$ cat src/rtl/ks10_iodev_pkg.sv
// Shared constants and types for the KS10 backplane IO responder.
// KS10 numbers word bits 0 (MSB) .. 35 (LSB); every index below is the Verilog index 35 - ks10_bit.
package ks10_iodev_pkg;

  localparam int F_READ   = 32;
  localparam int F_WRTEST = 31;
  localparam int F_WRITE  = 30;
  localparam int F_IO     = 25;
  localparam int F_WRU    = 24;
  localparam int F_VECT   = 23;
  localparam int F_IOBYTE = 22;

  localparam int CSR_IE     = 0;
  localparam int CSR_PRI_LO = 1;
  localparam int CSR_PRI_HI = 3;
  localparam int CSR_PEND   = 4;

  typedef enum logic [1:0] {IDLE, WAIT, ACK} state_t;
  typedef enum logic [1:0] {RD, WR, WRU, VECT} kind_t;

  function automatic logic [35:0] csr_word(input logic ie, input logic [2:0] pri, input logic pend);
    logic [35:0] w;
    w = '0;
    w[CSR_IE] = ie;
    w[CSR_PRI_HI:CSR_PRI_LO] = pri;
    w[CSR_PEND] = pend;
    return w;
  endfunction

endpackage

$ cat src/rtl/iodev_regbank.sv
// 8 x 36 register bank: CSR (IE/PRI/PEND with W1C) at index 0, scratch at 1..7,
// plus the registered one-hot interrupt request.
module iodev_regbank
  import ks10_iodev_pkg::*;
(
  input  logic        clk,
  input  logic        rst_n,
  input  logic        we_i,
  input  logic [2:0]  idx_i,
  input  logic [35:0] wdata_i,
  input  logic        vect_clr_i,
  input  logic        event_i,
  output logic [35:0] rdata_o,
  output logic [7:1]  intr_o
);

  logic        ie_q, ie_d;
  logic [2:0]  pri_q, pri_d;
  logic        pend_q, pend_d;
  logic [7:1]  intr_q, intr_d;
  logic [35:0] scratch_q [7:1];
  logic        csr_we, pend_clr;

  always_comb begin
    csr_we   = we_i && (idx_i == 3'd0);
    ie_d     = csr_we ? wdata_i[CSR_IE] : ie_q;
    pri_d    = csr_we ? wdata_i[CSR_PRI_HI:CSR_PRI_LO] : pri_q;
    pend_clr = (csr_we && wdata_i[CSR_PEND]) || vect_clr_i;
    // A device event in the same cycle as a clear keeps the interrupt pending.
    pend_d   = event_i ? 1'b1 : (pend_clr ? 1'b0 : pend_q);
    // Interrupt tracks next-state so it drops in the same cycle PEND clears.
    intr_d   = '0;
    for (int i = 1; i <= 7; i++) begin
      intr_d[i] = ie_d && pend_d && (pri_d == 3'(i));
    end
  end

  always_comb begin
    rdata_o = '0;
    if (idx_i == 3'd0) rdata_o = csr_word(ie_q, pri_q, pend_q);
    else               rdata_o = scratch_q[idx_i];
  end

  assign intr_o = intr_q;

  always_ff @(posedge clk or negedge rst_n) begin
    if (!rst_n) begin
      ie_q   <= 1'b0;
      pri_q  <= '0;
      pend_q <= 1'b0;
      intr_q <= '0;
      for (int i = 1; i <= 7; i++) scratch_q[i] <= '0;
    end else begin
      ie_q   <= ie_d;
      pri_q  <= pri_d;
      pend_q <= pend_d;
      intr_q <= intr_d;
      if (we_i && (idx_i != 3'd0)) scratch_q[idx_i] <= wdata_i;
    end
  end

endmodule

$ cat src/rtl/ks10_io_responder.sv
// KS10 backplane IO target: decodes register/WRU/VECT requests, inserts WAITS
// wait states, then pulses busACKO with registered read data.
module ks10_io_responder
  import ks10_iodev_pkg::*;
#(
  parameter logic [3:0]  DEVNUM   = 4'd3,
  parameter logic [17:0] BASEADDR = 18'o760000,
  parameter int          WAITS    = 2,
  parameter logic [17:0] VECTOR   = 18'o000250
)(
  input  logic        clk,
  input  logic        rst,
  input  logic        busREQI,
  input  logic [35:0] busADDRI,
  input  logic [35:0] busDATAI,
  output logic        busACKO,
  output logic [35:0] busDATAO,
  output logic [7:1]  busINTRO,
  input  logic        devEVENT,
  output state_t      dbg_state_o
);

  localparam logic [3:0]  WAITS4   = 4'(WAITS);
  localparam logic [35:0] WRU_WORD = 36'h1 << (17 - int'(DEVNUM));

  // Handshake: busREQI is a one-cycle strobe sampled only in IDLE; busACKO is a
  // one-cycle pulse WAITS+1 cycles after accept, with busDATAO valid only then.
  state_t      state_q;
  kind_t       kind_q, hit_kind;
  logic [3:0]  cnt_q;
  logic [2:0]  idx_q;
  logic [35:0] wdata_q, data_q, resp, rdata;
  logic        ack_q;
  logic        io_req, ctl_match, win_match, lvl_hit, hit;
  logic        rb_we, rb_vect_clr;
  logic [2:0]  wru_lvl;

  wire unused_addr_bits = &{1'b0, busADDRI[35:33], busADDRI[F_READ], busADDRI[F_WRTEST],
                            busADDRI[29:26], busADDRI[F_IOBYTE]};

  always_comb begin
    io_req    = busREQI && busADDRI[F_IO];
    ctl_match = (busADDRI[21:18] == DEVNUM);
    win_match = (busADDRI[17:3] == BASEADDR[17:3]);
    wru_lvl   = busADDRI[20:18];
    lvl_hit   = 1'b0;
    for (int i = 1; i <= 7; i++) begin
      if (wru_lvl == 3'(i)) lvl_hit = busINTRO[i];
    end
    hit      = 1'b0;
    hit_kind = RD;
    if (io_req) begin
      if (busADDRI[F_WRU]) begin
        hit      = lvl_hit;
        hit_kind = WRU;
      end else if (busADDRI[F_VECT]) begin
        hit      = ctl_match;
        hit_kind = VECT;
      end else if (ctl_match && win_match) begin
        hit      = 1'b1;
        hit_kind = busADDRI[F_WRITE] ? WR : RD;
      end
    end
  end

  always_comb begin
    resp = '0;
    case (kind_q)
      RD:      resp = rdata;
      WRU:     resp = WRU_WORD;
      VECT:    resp = {18'b0, VECTOR};
      default: resp = '0;
    endcase
  end

  assign rb_we       = (state_q == ACK) && (kind_q == WR);
  assign rb_vect_clr = (state_q == ACK) && (kind_q == VECT);

  always_ff @(posedge clk or negedge rst) begin
    if (!rst) begin
      state_q <= IDLE;
      kind_q  <= RD;
      cnt_q   <= '0;
      idx_q   <= '0;
      wdata_q <= '0;
      ack_q   <= 1'b0;
      data_q  <= '0;
    end else begin
      ack_q  <= 1'b0;
      data_q <= '0;
      case (state_q)
        IDLE: if (hit) begin
          kind_q  <= hit_kind;
          idx_q   <= busADDRI[2:0];
          wdata_q <= busDATAI;
          cnt_q   <= WAITS4;
          state_q <= (WAITS4 == 4'd0) ? ACK : WAIT;
        end
        WAIT: begin
          if (cnt_q <= 4'd1) state_q <= ACK;
          else               cnt_q   <= cnt_q - 4'd1;
        end
        ACK: begin
          ack_q   <= 1'b1;
          data_q  <= resp;
          state_q <= IDLE;
        end
        default: state_q <= IDLE;
      endcase
    end
  end

  iodev_regbank u_regbank (
    .clk        (clk),
    .rst_n      (rst),
    .we_i       (rb_we),
    .idx_i      (idx_q),
    .wdata_i    (wdata_q),
    .vect_clr_i (rb_vect_clr),
    .event_i    (devEVENT),
    .rdata_o    (rdata),
    .intr_o     (busINTRO)
  );

  assign busACKO     = ack_q;
  assign busDATAO    = data_q;
  assign dbg_state_o = state_q;

endmodule
$ cat config.mk
export PLATFORM = sky130hd
export DESIGN_NAME = ks10_io_responder
export DESIGN_NICKNAME = d
export VERILOG_FILES = /design/src/rtl/ks10_iodev_pkg.sv /design/src/rtl/iodev_regbank.sv /design/src/rtl/ks10_io_responder.sv
export SDC_FILE = /design/constraint.sdc
export NUM_CORES = 1
export LEC_CHECK = 0
export ABC_AREA = 1
export CAP_MARGIN = 20
export CORE_MARGIN = 2
export CORE_UTILIZATION = 40
export CTS_CLUSTER_SIZE = 24
export DETAILED_ROUTE_END_ITERATION = 12
export DONT_BUFFER_PORTS = 1
export PLACE_DENSITY = 0.64
export SYNTH_ARGS = -nofsm -noshare
export SYNTH_HDL_FRONTEND = slang
export SYNTH_SLANG_ARGS = --single-unit
$ cat constraint.sdc
create_clock -name clk -period 2.1 [get_ports clk]
set_input_delay 0.21 -clock clk [delete_from_list [all_inputs] [get_ports clk]]
set_output_delay 0.21 -clock clk [all_outputs]
set_load 0.005 [all_outputs]
; Yosys cells after proc, flatten, opt, wreduce, memory -nomap -nowiden
; Index checks and enable logic that the tools add are counted.
[op_classes]
add_sub_neg = 1
magnitude_cmp = 3
eq_ne = 24
muxes = 35
reduce_logical = 25
[op_table]
columns = op, count
row1 = 252-bit bitwise mux, 1
row2 = 36-bit two-way mux, 4
row3 = 36-bit binary-select mux with 3-bit select, 1
row4 = 36-bit demux with 3-bit select, 1
row5 = 36-bit one-hot mux with 3 select lines, 1
row6 = 3-bit equality test (second input constant), 8
row7 = 1-bit two-way mux, 17
row8 = 1-bit logical AND, 16
row9 = 15-bit equality test (second input constant), 1
row10 = 3-bit by 2-bit equality test with 1-bit output (second input constant), 4
row11 = 2-bit two-way mux, 5
row12 = 4-bit two-way mux, 2
row13 = 4-bit one-hot mux with 2 select lines, 1
row14 = 2-bit equality test (second input constant), 3
row15 = 3-bit by 1-bit equality test with 1-bit output (second input constant), 2
row16 = 2-bit != test (second input constant), 3
row17 = 2-bit by 1-bit equality test with 1-bit output (second input constant), 2
row18 = 4-bit by 2-bit equality test with 1-bit output (second input constant), 1
row19 = 4-bit by 1-bit <= comparator with 1-bit output (second input constant), 1
row20 = 2-bit zero test, 2
row21 = 3-bit by 4-bit < comparator with 1-bit output (second input constant), 1
row22 = 2-bit one-hot mux with 2 select lines, 1
row23 = 2-bit AND reduction, 2
row24 = 4-bit by 1-bit subtractor with 4-bit output (second input constant), 1
row25 = 7 further kinds, 7
[word_totals]
reg_bits = 348
in_bits = 76
out_inout_bits = 46
wordCells = 106

; Logic depth before layout (Yosys ltp)
[depth]
word_depth = 12
mapped_depth = 11
mapped_depth_nobuf = 10

; Hierarchy
; Synthesis repeated with hierarchy kept, for this count alone.
[hier_totals]
cells_unflattened = 1848
area_unflattened_um2 = 15273.4
[by_module_without_submodules]
columns = module, n_inst, cells_each, area_each_um2, seq_area_each_um2
row1 = iodev_regbank, 1, 1468, 11856.4, 6606.3
row2 = ks10_io_responder, 1, 380, 3417.0, 2102.0

; Worst setup path before layout
; Ideal clock, no wire load.
[synth_path]
path_type = reg-to-reg
start = register state_q[0], in the netlist dbg_state_o[0]
end = register u_regbank.scratch_q[145] in the netlist's numbering
setup_ns = 0.131
arrival_ns = 1.368
t_required_ns = 1.969
path_slack_ns = 0.601
stages_incl_launch_ff = 8
n_path_buf = 1
synth_period_minus_slack_ns = 1.499
path_cell_list = dfrtp_1 -> inv_1 -> nand2_1 -> nor2_4 -> nand2_1 -> clkbuf_1 -> nand2_1 -> o21ai_0
[synth_between]
elab_chain_cells = 3
[synth_rtl]
columns = item, line
row1 = "start, declared", ks10_io_responder.sv:28  ; state_t state_q;
row2 = "start signal, assigned", ks10_io_responder.sv:97  ; state_q <= (WAITS4 == 4'd0) ? ACK : WAIT;
row3 = 2-bit equality test, ks10_io_responder.sv:76  ; assign rb_we = (state_q == ACK) && (kind_q == WR);
row4 = 1-bit logical AND, ks10_io_responder.sv:76
row5 = 1-bit logical AND, iodev_regbank.sv:58  ; if (we_i && (idx_i != 3'd0)) scratch_q[idx_i] <= wdata_i;
row6 = "end signal, assigned by index", iodev_regbank.sv:58
row7 = "end, declared", iodev_regbank.sv:21  ; logic [35:0] scratch_q [7:1];
; Every way passes these cells.
; A chain may end at the register's enable or synchronous reset.

; Worst setup path in the final report
[layout_path]
start = register idx_q[1]
end = register u_regbank.scratch_q[224] in the netlist's numbering
[layout_between]
elab_chain_cells = 5
elab_cells_between_ends = 8
cone_classes = order compare: 2 / mux: 3 / reduce/logical: 3
[layout_rtl]
columns = item, line
row1 = "start, declared", ks10_io_responder.sv:31  ; logic [2:0] idx_q;
row2 = "start signal, assigned", ks10_io_responder.sv:94  ; idx_q <= busADDRI[2:0];
row3 = 3-bit by 4-bit < comparator with 1-bit output (implied by the code) or 3-bit by 1-bit greater-or-equal comparator with 1-bit output (tied branches), iodev_regbank.sv:58
row4 = 1-bit logical AND (implied by the code), iodev_regbank.sv:58
row5 = 36-bit two-way mux (implied by the code), iodev_regbank.sv:58
row6 = 36-bit demux with 3-bit select, --
row7 = 252-bit bitwise mux, iodev_regbank.sv:58
; Several ways; a longest one is shown, not always the timed one.

==> flow_metrics.tcl <==
set metrics [dict create \
    cts_resized 0 \
    combinationalPowerShare_pct 16.0 \
    sw_frac_of_total_pct 29.6 \
    grt_max_degree 349 \
    worstPathRequired_ns 2.48 \
    wl_per_cell_microns 16.9 \
    dieArea_sq_um 37500 \
    ant_nets 0 \
    finalMaxSlewViolations 0 \
    hp-class "primary input to asynchronous set/reset pin" \
    postRouteWirelength_mm 36.7 \
    power.static_leakage_nw 7.83 \
    cts-root-buf "clkbuf_16" \
    hold_viol_final 348 \
    drc_errors 0 \
    grt_use_total_pct 20.0 \
    die_h_microns 194 \
    place_hpwl_mm 21.7 \
    worst-slew-pin-transition_ns 0.894 \
    clock_power_share_pct 39.3 \
    drive_above_1_share_pct 7.38 \
    final_area_sq_um 16600 \
    violations "negative hold slack" \
    status "complete, but fails checks" \
    cp.arrival_ns 2.24 \
    start_kind "flip-flop" \
    antenna_cells 0 \
    worst_path_largest_cell_delay_ns 0.46 \
    path_cells "buf_4 -> nand3_2 -> clkinv_2 -> nand2_2 -> buf_4 -> o21ai_0" \
    drt_iter0_markers 1022 \
    placed_area_sq_um 15000 \
    overflow 0 \
    cts.sinks 348 \
    via_per_inst 5.09 \
    path_common_cell "buf_4" \
    ctsHtreeMaxLevel 2 \
    cts_tree "built" \
    powerDensity_nw_per_um2 1010 \
    p_int_mw 11.9 \
    worst_ir_drop_vdd_uv 549 \
    rows 69 \
    cap_viol_max_count 0 \
    clock_skew_ns 0.0299 \
    ys_seq_area_share_pct 60.5 \
    initial_core_util_pct 40.6 \
    min_period_ns 1.86 \
    fmax_ghz 0.538 \
    n_fill_cell 3427 \
    syn2layout_area_growth_pct 15.7 \
    clkTransAtPathRegs_ns 0.06 \
    cts_max_path_buffers 3 \
    cpMaxStageDelayCell "buf_4" \
    crit_fanout 44 \
    routabilityCongestion 0.783 \
    cts_made_buffers 38 \
    synth_cells 1648 \
    synth_top_area_share_pct 60.5 \
    holdBufCountCts 43 \
    seqPwrFrac_pct 44.7 \
    whs_ns -0.585 \
    yosys.cell_types.count 36 \
    p_sw_mw 4.97 \
    fin_nets 1761 \
    path_buf_inv 3 \
    syn-num-nets 1726 \
    end_kind "flip-flop" \
    path_delay_family "buffers and inverters" \
    fin_crit_sh_pct 88.6 \
    post_cts_buffers 0 \
    rsz0062_at_grt "no" \
    netlist_area_sq_um 14400 \
    clk-insertion-delay-late_ns 0.55 \
    ys_top_cells_by_area "dfrtp_1 61%, nand2_1 17%, o21ai_0 8.7%" \
    first_pass_iters 5 \
    avgSynthCellArea_sq_um 8.73 \
    synth_area_leader_cell "dfrtp_1" \
    synth-seq-cells 348 \
    yosysWarnings 0 \
    critPathKind "flip-flop to flip-flop" \
    slew_headroom_pct 40.4 \
    io-pin-count 122 \
    core-area_sq_um 35500 \
    first_global_vias 10907 \
    fin_setup_tns_ns 0 \
    die_x_microns 194 \
    io_buffers 0 \
    finalSetupViolCount 0 \
    antenna_found_initial 0 \
    grt_pass1_wl_mm 60.3 \
    post-route-util_pct 46.9 \
    vias 11034 \
]
[worst register-to-register path, cell delays in order, from the launching register on]
cell      delay, ns
dfrtp_1        0.42
buf_4          0.18
nand3_2        0.10
clkinv_2       0.21
nand2_2        0.14
buf_4          0.46
o21ai_0        0.20
[path summary, 6_finish.rpt]
kind                         startpoint                       end  slack [ns]  cells past startpoint
max                            idx_q[1]  u_regbank.scratch_q[224]        0.24                      6
max reg2reg                    idx_q[1]  u_regbank.scratch_q[224]        0.24                      6
max in group asynchronous           rst               wdata_q[32]        1.98                      0
min in group clk           busADDRI[24]                wdata_q[2]        0.15                      5
min reg2reg                  wdata_q[0]                wdata_q[0]        0.48                      2
min                                 rst                  cnt_q[0]       -0.58                      0
[Yosys cell counts (all sizes together)]
cell type and number:
a21oi 34, a211oi 2, o21ai 271, nand4 7, o22ai 1, nand3 31
o21a 4, a22o 1, o211ai 1, nand2 652, a31oi 18, a2bb2oi 1
a41oi 4, xnor2 1, a22oi 14, nor3 4, ha 2, clkinv 1
clkbuf 45, buf 38, nor4 1, nand3b 4, nor2 64, inv 98
or2 1, dfrtp 348
[metrics by stage]
stage	hold slack [ns]	power (mW)	setup slack, ns	std cells
detailed placement	-0.0591	10.3	0.204	2061
CTS	-0.633	17.0	0.200	2169
finish	-0.585	16.8	0.240	2169
global route	-0.615	17.7	0.0402	2169
global placement	-0.0625	10.2	0.230	2061
floorplan	-0.0856	9.18	0.601	1648
[logic make-up (layout without fill, tap and decap cells)]
family          Yosys count  count (layout)  share of synthesized area (%)
compound gates          351             351                           13.0
xor+xnor                  1               1                         0.0609
fa+ha+maj                 2               2                          0.174
buf+inv                 182             242                           5.30
flops                   348             348                           60.5
simple gates            764             764                           21.0
[routing by layer]
layer  vias up  track usage, %  wire (microns)
met2       261            32.7           17400
li1       5342               -               -
met1      5392            27.9           16900
met3        39            3.46            1930
met5         -               0               0
met4         0            5.03             550
[layout make-up]
type                            count  area (sq um)  area share (%)
Timing Repair Buffer               78           818            4.91
Inverter                           99           373            2.24
Clock buffer                       58          1160            6.95
Sequential cell                   348          8710            52.3
Clock inverter                      7          86.3           0.519
Tap cell                          461           577            3.46
Multi-Input combinational cell   1118          4930            29.6
[flip-flops by register name, summed over array words and instances, names as in the netlist]
signal               cells
busACKO                  1
busDATAO                36
cnt_q                    4
dbg_state_o              2
idx_q                    3
kind_q                   2
u_regbank.ie_q           1
u_regbank.intr_o         7
u_regbank.pend_q         1
u_regbank.pri_q          3
u_regbank.scratch_q    252
wdata_q                 36
[cells in the final DEF, fill, tap and decap left out, drive strengths merged, types with 5 or more instances in the layout]
master / instances
o21ai: 271
a31oi: 18
a22oi: 14
nor2: 64
nand3: 31
clkbuf: 58
dfrtp: 348
nand4: 7
buf: 35
dlygate4sd3: 43
inv: 100
a21oi: 34
clkinv: 5
nand2: 652
[power by group through the flow]
stage | Clock (mW) | Sequential [mW] | Combinational, mW
2_1_floorplan | 0 | 7.53 | 1.65
3_3_place_gp | 0 | 7.64 | 2.59
3_5_place_dp | 0 | 7.64 | 2.64
4_1_cts | 6.76 | 7.52 | 2.71
5_1_grt | 7.06 | 7.58 | 3.01
6_report | 6.61 | 7.53 | 2.69
(Power assumes the default switching activity.)
